File: src/rtl/uart_tx_arb.sv
// rtl/uart_tx_arb.sv - four-requester byte arbiter feeding a UART data register
// Round-robin grant with per-packet lock and idle timeout; divider written once after reset.
module uart_tx_arb #(
    parameter logic [31:0] DIV_INIT = 32'd868,
    parameter int          LOCK_TMO = 1024
) (
    input  logic        bus_clk,
    input  logic        bus_reset,
    input  logic [3:0]  req_valid,
    input  logic [31:0] req_data,
    input  logic [3:0]  req_last,
    output logic [3:0]  req_ready,
    output logic [3:0]  uart_div_we,
    output logic [31:0] uart_div_di,
    output logic        uart_dat_we,
    output logic [31:0] uart_dat_di,
    input  logic        uart_dat_ack,
    output logic        busy,
    output logic [1:0]  owner
);

    typedef enum logic [1:0] {ST_INIT, ST_IDLE, ST_SEND} state_t;

    localparam logic [15:0] TMO_LAST = 16'(LOCK_TMO - 1);

    state_t      r_state;
    state_t      w_next;
    logic [1:0]  r_ptr;
    logic [1:0]  r_owner;
    logic        r_lock;
    logic [15:0] r_cnt;
    logic [7:0]  r_byte;
    logic        w_grant;
    logic [1:0]  w_win;
    logic [1:0]  w_idx;

    // Scan from the highest offset down so the requester closest to r_ptr is the last assignment.
    always_comb begin
        w_grant = 1'b0;
        w_win   = r_ptr;
        w_idx   = r_ptr;
        if (r_state == ST_IDLE && !bus_reset) begin
            if (r_lock) begin
                if (req_valid[r_owner]) begin
                    w_grant = 1'b1;
                    w_win   = r_owner;
                end
            end else begin
                for (int k = 3; k >= 0; k--) begin
                    w_idx = r_ptr + 2'(k);
                    if (req_valid[w_idx]) begin
                        w_grant = 1'b1;
                        w_win   = w_idx;
                    end
                end
            end
        end
    end

    always_comb begin
        w_next      = r_state;
        req_ready   = 4'h0;
        uart_div_we = 4'h0;
        uart_div_di = 32'd0;
        uart_dat_we = 1'b0;
        uart_dat_di = 32'd0;
        case (r_state)
            ST_INIT: begin
                w_next = ST_IDLE;
                if (!bus_reset) begin
                    uart_div_we = 4'hF;
                    uart_div_di = DIV_INIT;
                end
            end
            ST_IDLE: begin
                if (w_grant) begin
                    req_ready[w_win] = 1'b1;
                    w_next           = ST_SEND;
                end
            end
            ST_SEND: begin
                if (!bus_reset) begin
                    uart_dat_we = 1'b1;
                    uart_dat_di = {24'd0, r_byte};
                end
                if (uart_dat_ack) begin
                    w_next = ST_IDLE;
                end
            end
            default: w_next = ST_INIT;
        endcase
    end

    always_ff @(posedge bus_clk) begin
        if (bus_reset) begin
            r_state <= ST_INIT;
            r_ptr   <= 2'd0;
            r_owner <= 2'd0;
            r_lock  <= 1'b0;
            r_cnt   <= 16'd0;
            r_byte  <= 8'd0;
        end else begin
            r_state <= w_next;
            if (w_grant) begin
                r_byte  <= req_data[{w_win, 3'b000} +: 8];
                r_owner <= w_win;
                r_cnt   <= 16'd0;
                if (req_last[w_win]) begin
                    r_lock <= 1'b0;
                    r_ptr  <= w_win + 2'd1;
                end else begin
                    r_lock <= 1'b1;
                end
            end else if (r_lock && r_state == ST_IDLE && !req_valid[r_owner]) begin
                // Owner went quiet mid-packet: release after LOCK_TMO idle cycles.
                if (r_cnt == TMO_LAST) begin
                    r_lock <= 1'b0;
                    r_cnt  <= 16'd0;
                    r_ptr  <= r_owner + 2'd1;
                end else begin
                    r_cnt <= r_cnt + 16'd1;
                end
            end else if (!r_lock) begin
                r_cnt <= 16'd0;
            end
        end
    end

    assign busy  = bus_reset | (r_state != ST_IDLE) | r_lock;
    assign owner = r_owner;

endmodule
File: config.mk
export PLATFORM = sky130hd
export DESIGN_NAME = uart_tx_arb
export DESIGN_NICKNAME = d
export VERILOG_FILES = /design/src/rtl/uart_tx_arb.sv
export SDC_FILE = /design/constraint.sdc
export NUM_CORES = 1
export LEC_CHECK = 0
export CAP_MARGIN = 20
export CORE_ASPECT_RATIO = 0.9
export CORE_MARGIN = 1.5
export CORE_UTILIZATION = 42
export CTS_CLUSTER_SIZE = 30
export DETAILED_ROUTE_END_ITERATION = 16
export PLACE_DENSITY = 0.82
export SKIP_LAST_GASP = 1
export SLEW_MARGIN = 5
export SYNTH_ARGS = -nofsm -noshare
export SYNTH_HDL_FRONTEND = slang
export SYNTH_SLANG_ARGS = --single-unit
File: constraint.sdc
create_clock -name bus_clk -period 3.5 [get_ports bus_clk]
set_clock_uncertainty 0.05 [all_clocks]
set_input_delay 0.7 -clock bus_clk [delete_from_list [all_inputs] [get_ports bus_clk]]
set_output_delay 0.7 -clock bus_clk [all_outputs]
set_load 0.02 [all_outputs]
# Yosys cells after proc, flatten, opt, wreduce, memory -nomap -nowiden
# Index checks and enable logic that the tools add are counted.
dict set report totals {
  ff_bits 31
  wordCells 95
  in_bits 43
  output_inout_bits 76
}
dict set report classes {
  muxes 52
  n_bitwise 2
  n_addsub 6
  reduce_logical 13
  n_eq_ne 8
  n_shift 1
  n_lt_le_gt_ge 7
}
# op n
set op_table {}
lappend op_table {{two-way mux 16 bit} 3}
lappend op_table {{variable part select 32 x 6 -> 8 bit} 1}
lappend op_table {{two-way mux 2 bit} 13}
lappend op_table {{two-way mux 1 bit} 20}
lappend op_table {{two-way mux 10 bit} 2}
lappend op_table {{less-than comparator 2 x 3 -> 1 bit (second input constant)} 6}
lappend op_table {{adder 16 x 1 -> 16 bit (second input constant)} 1}
lappend op_table {{equality test 16 x 10 -> 1 bit (second input constant)} 1}
lappend op_table {{two-way mux 4 bit} 4}
lappend op_table {{two-way mux 8 bit} 2}
lappend op_table {{binary-select mux 1 bit (select 2 bit)} 6}
lappend op_table {{adder 2 x 1 -> 2 bit (second input constant)} 3}
lappend op_table {{!= test 2 x 1 -> 1 bit (second input constant)} 3}
lappend op_table {{case mux 2 bit (3 select lines)} 1}
lappend op_table {{adder 2 bit (second input constant)} 2}
lappend op_table {{logical AND 1 bit} 4}
lappend op_table {{!= test 2 bit (second input constant)} 2}
lappend op_table {{AND reduction 2 bit} 2}
lappend op_table {{nonzero test 2 bit} 2}
lappend op_table {{AND reduction 3 bit} 1}
lappend op_table {{demux 1 bit (select 2 bit)} 1}
lappend op_table {{equality test 2 x 1 -> 1 bit (second input constant)} 1}
lappend op_table {{equality test 2 bit (second input constant)} 1}
lappend op_table {{>= comparator 2 x 1 -> 1 bit (second input constant)} 1}
lappend op_table {{other kinds (4)} 6}

# Longest topological paths before layout
# Gate-level depths: netlist of the first run.
dict set report depth {
  word_depth 15
  ltp_mapped 10
  depth_no_buf 8
}

# Worst setup path before layout of the first run
# No wires, ideal clock.
dict set report synth_path {
  kind {input-to-output}
  start {in req_valid[0]}
  end {out req_ready[3]}
  required_time_ns 2.750
  path_stages 6
  path_buffers 1
  slack_ns 0.103
  t_arrival_ns 2.647
  path_cell_list {nor2b_1 > o21a_1 > o41a_1 > a21oi_1 > clkbuf_1 > nor3b_1}
}
dict set report synth_via {
  elab_chain_len 14
  elab_cells_between_ends 31
}
# item line
set synth_lines {}
lappend synth_lines {{start: declaration} 9} ;# input logic [3:0] req_valid,
lappend synth_lines {{binary-select mux 1 bit (select 2 bit)} 51} ;# if (req_valid[w_idx]) begin
lappend synth_lines {{two-way mux 1 bit (not written as such)} 51}
lappend synth_lines {{two-way mux 2 bit (4 in series)} 51}
lappend synth_lines {{two-way mux 2 bit} 43} ;# if (r_lock) begin
lappend synth_lines {{two-way mux 2 bit} 42} ;# if (r_state == ST_IDLE && !bus_reset) begin
lappend synth_lines {{less-than comparator 2 x 3 -> 1 bit (not written as such) or >= comparator 2 x 1 -> 1 bit (tied branches)} 77} ;# req_ready[w_win] = 1'b1;
lappend synth_lines {{logical AND 1 bit (not written as such)} 77}
lappend synth_lines {{two-way mux 1 bit (not written as such)} 77}
lappend synth_lines {{demux 1 bit (select 2 bit)} 77}
lappend synth_lines {{two-way mux 4 bit (*)} 76} ;# if (w_grant) begin
lappend synth_lines {{two-way mux 4 bit (*)} 67} ;# case (r_state)
lappend synth_lines {{end: declaration} 12} ;# output logic [3:0] req_ready,
# Mark *: on every way between the ends. The rest lies on a longest branch, timed or not. The select of a mux whose other input is x is not followed.

# Worst setup path in the final report of the first run
dict set report layout_path {
  start {in req_valid[3]}
  end {out req_ready[3]}
}
# The elaborated chain is that of the path after synthesis.

==> results of run 1 <==
## logic make-up after synthesis
family          share of synthesized area
buf+inv                             0.209
flops                               0.244
other cells                       0.00148
mux                                 0.135
simple gates                        0.228
compound gates                      0.166
fa+ha+maj                         0.00492
xor+xnor                           0.0103
## flip-flops by register name, indices dropped and copies added (netlist names)
signal and cells:
r_cnt 16, r_byte 8, owner 2, r_ptr 2
r_state 2, r_lock 1
## where the power goes
group	internal (mW)	switching, mW
registers	0.373	0.0223
clock network	0.212	0.142
logic	0.179	0.200
total	0.763	0.364
## cell usage in the layout (no fill, tap or decap), types with 4 or more instances in the layout
cell	count
nor3_1	10
nand3b_1	8
a311oi_1	4
buf_4	24
nand2_1	15
a21oi_1	17
and2_1	8
nor2_1	20
clkdlybuf4s50_1	63
o21ai_0	21
clkbuf_8	5
and3_1	4
conb_1	51
dfxtp_1	31
mux2_2	9
mux2i_1	22
nand2b_1	8
a31oi_1	5
inv_1	5
nand3_1	6
## final cells by class
type | count | area, µm²
fill | 534 | 2470
inverter | 5 | 18.8
tap | 70 | 87.6
clock buffer | 5 | 68.8
sequential | 31 | 621
clock inverter | 3 | 43.8
multi-input combinational | 257 | 1600
timing repair buffer | 92 | 842
## worst paths after layout
path | cells past startpoint | endpoint | slack (ns) | startpoint
setup / recovery | 7 | req_ready[3] | 0.006 | req_valid[3]
hold / removal | 2 | r_cnt[7]$_SDFFE_PP0P_ | 0.42 | r_cnt[7]$_SDFFE_PP0P_
setup reg to reg | 8 | r_cnt[15]$_SDFFE_PP0P_ | 0.92 | owner[1]$_SDFFE_PP0N_
hold reg to reg | 2 | r_cnt[7]$_SDFFE_PP0P_ | 0.42 | r_cnt[7]$_SDFFE_PP0P_
## layer usage
metal  share of wire  up-vias  wire, µm
met2            0.48      103      2850
met5               0        -         0
li1                -     1168         -
met1            0.42     1060      2490
met3           0.086        9       508
met4           0.014        0        82
## repair_timing
item                                    4_1_cts  5_1_grt
pin swaps                                     1        2
endpoints found under the setup margin        4        4
resized for setup                             9       12
setup buffers                                 0        1
## tightest hold or removal path, stage by stage (launching register included)
cell	delay (ns)
dfxtp_1	0.31
nand3_1	0.06
a21oi_1	0.05
==> metrics list, run 1 <==
- The number of placed instances, taps included, is 454.
- After detailed routing, the average wire length per cell comes to 12.8 µm.
- The die covers 6530 µm².
* Arrival time of data at the critical path endpoint: 2.74 ns
- CTS root buffer: clkbuf_8
- Among cell families on the critical path, the largest total delay comes from compound AO/OA/AOI/OAI gates.
- The final reports fail on design-rule violations.
- The final layout contains 436 nets.
- Synthesis inferred 31 register bits.
- Effective utilization at floorplan: 0.441
* Reported max-cap violation count: 0
- Maximum fanout count along the critical path: 4
- Drc violations: 3
- The first TritonRoute pass finished after 10 iterations.
- Final core utilization: 0.570
* Share of post-route cells with drive strength above 1: 0.148
* Mapped Cells: 316
- Setup repair after global routing could not meet its margin everywhere.
- Once detail routing completed, the nets flagged for antenna violations numbered 0.
- Remaining global-route overflow: 0
- Max Buffers Root-to-Sink: 2
- Final critical-path share of the clock period: 0.998
* Status: finished, violations left
- For the pin with the worst max-slew slack, the measured transition is 0.534 ns.
- Summed over all layers, the routed wires come to 5.93 mm.
- Pin count of the biggest net entering global routing: 22
- Diode count: 0
- The number of antenna violations at the first check in global routing was 0.
- Biggest area consumer among synthesized cells: dfxtp_1
- On the critical path, the stage with the largest delay is an instance of clkdlybuf4s50_1.
- Global-route wire length before repair: 9.75 mm
- Type of the worst min-delay path: flop to flop
- Prior to clock tree synthesis, the placed netlist has a worst setup slack of -0.485 ns.
- The largest single stage delay on the critical path is 0.53 ns.
* Clock tree from TritonCTS: built
- Area contributors post-synth: dfxtp_1 (24%), buf_4 (18%), mux2i_1 (8.7%)
- Endpoint type of the worst setup path: output pin
- The floorplan has 26 rows.
- The clock period could shrink to 3.49 ns.
- Setup violations remaining at the end of the flow were counted as 0.
* Number of design-rule violations left by the first detailed-router iteration: 115
- Placer Congestion: 0.919
- Post-route cell area: 3280 µm²
- Clock tree synthesis inserted a total of 5 buffers.
- The synthesized design contains 0 enable-type register cells.
* Most instantiated cells after synthesis: buf_4 (61), dfxtp_1 (31), mux2i_1 (22), o21ai_0 (22), nor2_1 (21)
- The share of synthesized area in the top cell type comes to 0.244.
- Port Buffers: 67
* Placeable Area: 5760 µm²
* Total Neg Setup Slack: 0 ns
- The tree built by TritonCTS fans out to 31 sinks.
* Met1 usage in global routing: 0.222
- Share of flip-flops with an asynchronous set or reset after synthesis: 0
- The worst-case IR drop observed on VDD is 0.241 mV.
- Most common cell in the netlist: buf_4
- Pin placement for this block handled 119 I/O pins.
- From synthesis to final layout, the design area changed by 29.2%.
- The share of the Yosys chip area taken by registers is 0.244.
- Setup slack closes at 0.00587 ns.
* Average via count per standard cell: 5.05
- From left edge to right edge, the die measures 85.0 µm.
- Level count of the clock H-tree: 2
- Summing every instance area after synthesis gives 2540 µm².
- GRT Util Overall: 0.182
- Worst hold margin: 0.420 ns
- The most used flip-flop cell after synthesis is dfxtp_1.
* Areal power density over the cells: 343 nW/µm²
* Total cell area at the placement stage: 3170 µm²
- Layout Cells excl Fill: 463
* Number of max-slew violations in the final report: 0
- Routing usage on met2: 0.301
- The clock reaches the later pin of the worst-skew pair after 0.29 ns.
* Hpwl dp: 4.61 mm
* Via count of the first global-routing pass: 2,153
* CTS clk-pin slew, worst paths: 0.07 ns
- Most Used Layer, Global Route: met2
- Post-Synthesis Mean Instance Area: 8.04 µm²
- For this run, global-route usage on met3 was measured as 0.0614.
* CP bufs+invs: 2
- Yosys printed 0 warnings.
* Cell-by-cell trace of the critical path: clkdlybuf4s50_1, a21boi_0, o21ba_2, o41a_1, a21oi_4, nor3b_1, clkbuf_2
* Die height: 76.8 µm
* Hold violation total from the final report: 0
* Hold bufs inserted after CTS: 0
* Overall via count from detail_route: 2,340
- Distinct cell type count of the synthesized netlist: 56
- The worst setup path is launched from a primary input.
- Measured against its own limit, the worst slew margin works out to 0.644.
- Total power draw: 1.13 mW
* Fmax: 0.286 GHz
* Static leakage: 1.36 nW
* Worst setup path category: primary input to output pin
* Crit path required time: 2.75 ns
Note: power is estimated with default switching activity, not from simulation.
==> run 2: changes to the inputs <==
- GPL_TIMING_DRIVEN: default -> 1
- PLACE_DENSITY: 0.82 -> 0.8
==> run 2 against run 1 <==
Net effect:
- flip-flop and latch count unchanged
- register-to-register slack worse by 0.14 ns
- critical endpoint is now req_ready[0]
- clock power rose by 5%
- via count unchanged
- die area unchanged
- wire length decreased by 2.7%
- the flow still finishes with violations (design-rule violations)
- first-iteration DRC count increased by 1.7%
- core utilization down 0.11 points
==> metrics list, run 2 (synthesis results as in run 1) <==
- Registers with the highest flip-flop counts: r_cnt: 16 flops, r_byte: 8 flops
- Combined area of the multi-input logic cells: 1590 µm² (-0.62%)
- Worst reg2reg endpoint: r_cnt[15]$_SDFFE_PP0P_
* Launch instance of the worst register-to-register path: owner[1]$_SDFFE_PP0N_
- Die boundary width: 85.0 µm (unchanged)
- The cell area power density came to 346 nW/µm² (+0.86%).
* Overall routed net length: 5.77 mm (-2.7%)
* Violations in the final reports: design-rule violations
- The worst setup path is launched from a primary input.
* Total cell area at the placement stage: 3170 µm² (+0.16%)
* Slowest cell on the critical path: clkdlybuf4s50_1
- R2R Setup Slk: 0.78 ns (-0.14 ns)
- Top-level port count: 119 (unchanged)
- Reported max-cap violation count: 0 (unchanged)
- Worst Tran Pin Value: 0.536 ns (+0.00182 ns)
- Diode count: 0 (unchanged)
* Fillcell total: 522 (-2.2%)
- Effective utilization at floorplan: 0.441 (unchanged)
* RSZ-0062 raised after global routing: true
* Level count of the clock H-tree: 2 (unchanged)
- The vertical extent of the die came to 76.8 µm (unchanged).
- CTS sink count: 31 (unchanged)
- Slew margin rel.: 0.643 (-0.00121)
- Worst setup path category: primary input to output pin
* Total power draw: 1.14 mW (+0.67%)
- The flip-flop count of the largest register, all copies and words added was 16 (unchanged).
- Crit path launch: req_valid[3]
- Post-detailed-route wirelength per cell: 12.5 µm (-2.3%)
* Cell-by-cell trace of the critical path: clkdlybuf4s50_1, or2_2, a21oi_1, o41a_1, a21oi_2, buf_4, buf_4, nor4_1, clkbuf_2
- The critical path buffer and inverter count is 4 (+2).
- The number of setup violations in the final report came to 0 (unchanged).
- The final design area excluding fillers is 3280 µm² (-0.19%).
* Port Buffers: 67 (unchanged)
* Via count of the first global-routing pass: 2,062 (-4.2%)
* Stages on worst setup path: 9 (+2)
- Leading cell types in the layout, fill and taps excluded: clkdlybuf4s50_1 (63), conb_1 (51), dfxtp_1 (31)
- Antenna violations before repair: 0 (unchanged)
- The biggest cell delay along the critical path came to 0.46 ns (-0.07 ns).
- Area of all sequential standard cells: 621 µm² (unchanged)
* Status: finished, violations left
* Top delay family on crit path: buffers and inverters
* Final net count: 434 (-0.46%)
- Total setup buffers inserted after CTS: 0 (unchanged)
- TritonCTS built the clock tree.
* Pin count of the biggest net entering global routing: 26 (+18%)
* CTS root buffer: clkbuf_8
- The total via count in the routed design came to 2,340 (unchanged).
* Share of post-route cells with drive strength above 1: 0.138 (-0.00948)
- Crit path required time: 2.75 ns (about the same)
- Hpwl dp: 4.48 mm (-2.8%)
- Reg with most FFs: r_cnt
* Length of the first detailed-routing pass in iterations: 10 (unchanged)
- The total global routing track utilization came to 0.174 (-0.00808).
- The library cell used most frequently in the layout, excluding fill and tap cells, is clkdlybuf4s50_1.
- Total Neg Setup Slack: 0 ns (unchanged)
- Number of placement rows: 26 (unchanged)
* Hold violation total from the final report: 0 (unchanged)
- Placeable Area: 5760 µm² (unchanged)
- Final critical-path share of the clock period: 0.991 (-0.00744)
- CTS clk-pin slew, worst paths: 0.07 ns (about the same)
* Static leakage: 1.36 nW (-0.23%)
- In this run the worst hold path is classified as flop to flop.
- Count of placed standard cells including taps: 453 (-0.22%)
* Drc violations: 3 (unchanged)
- The largest fanout on the critical path came to 6 (+2).
- The maximum count of clock buffers along a single path was 2 (unchanged).
* R2R cell count: 8 (unchanged)
* Arrival time of data at the critical path endpoint: 2.72 ns (-0.02 ns)
- The final-report max-slew violation count is 0 (unchanged).
- Number of design-rule violations left by the first detailed-router iteration: 117 (+1.7%)
- The final weighted congestion of routability-driven global placement is 0.859 (-6.5%).
- Antenna Nets Post-Route: 0 (unchanged)
- Worst ir drop on vdd: 0.191 mV (-21%)
* Endpoint type of the worst setup path: output pin
- The wire length of the first global-routing pass was 9.27 mm (-5.0%).
- Clock buffer count from CTS: 5 (unchanged)
* Layout Cells excl Fill: 461 (-0.43%)
- The highest clock frequency the design can meet came to 0.288 GHz (+0.75%).
- The source-to-sink clock delay at the later pin of the worst-skew pair is 0.29 ns (about the same).
* Final critical path time including I/O delays and setup: 3.47 ns (-0.0261 ns)
- End point of the critical path: req_ready[0]
- The post-detailed-route via-to-cell ratio is 5.08 (+0.43%).
- The final global-route overflow total was 0 (unchanged).
- Crit-path most repeated cell: buf_4
- Signed area change from the synthesized netlist to the final layout: 29.0%
* Die Outline Area: 6530 µm² (unchanged)
[run 2: worst min-delay path, cell delays in order (launching register included)]
cell and delay (ns):
dfxtp_1 0.32, nand3b_1 0.07, o21ai_0 0.06
[run 2: final cells by class]
cell class	instances	share of cell area
clock inverter	2	0.0107
tap	70	0.0267
multi-input combinational	257	0.486
clock buffer	6	0.0252
inverter	5	0.00573
timing repair buffer	90	0.256
sequential	31	0.189
[run 2: worst min-delay path by stage]
stage                                       from                      to  cells after the start
final                     r_byte[0]$_SDFFE_PP0N_  r_byte[0]$_SDFFE_PP0N_                      2
after global routing       r_cnt[7]$_SDFFE_PP0P_   r_cnt[7]$_SDFFE_PP0P_                      2
after CTS                  r_cnt[7]$_SDFFE_PP0P_   r_cnt[7]$_SDFFE_PP0P_                      2
after detailed placement  r_byte[2]$_SDFFE_PP0N_  r_byte[2]$_SDFFE_PP0N_                      2
after global placement     r_cnt[7]$_SDFFE_PP0P_   r_cnt[7]$_SDFFE_PP0P_                      2
after floorplan            r_cnt[7]$_SDFFE_PP0P_   r_cnt[7]$_SDFFE_PP0P_                      2
[run 2: repair_timing]
item / CTS / global route
gates cloned: 0 / 0
hold buffers: 0 / 0
endpoints found under the setup margin: 4 / 4
resized for setup: 9 / 6
[run 2: metrics by stage]
stage / util / setup WS (ns) / hold WS [ns]
2_1_floorplan: - / 0.103 / 0.393
3_3_place_gp: 0.551 / -0.341 / 0.405
3_5_place_dp: 0.551 / -0.362 / 0.416
4_1_cts: 0.570 / -0.0842 / 0.432
5_1_grt: 0.569 / -0.117 / 0.455
6_report: 0.569 / 0.0319 / 0.434
[run 2: routing by layer]
layer,track usage,up-vias,routed length [µm]
met5,0,-,0
met3,0.0775,13,541
met4,0.0557,0,109
met2,0.288,105,2830
li1,-,1170,-
met1,0.200,1052,2290
[run 2: power breakdown]
| group | internal (mW) | total [mW] | switching [mW] | leakage, nW |
|---|---|---|---|---|
| logic | 0.176 | 0.370 | 0.194 | 1.05 |
| registers | 0.373 | 0.395 | 0.0225 | 0.252 |
| clock network | 0.230 | 0.370 | 0.139 | 0.0612 |
| total | 0.779 | 1.14 | 0.356 | 1.36 |
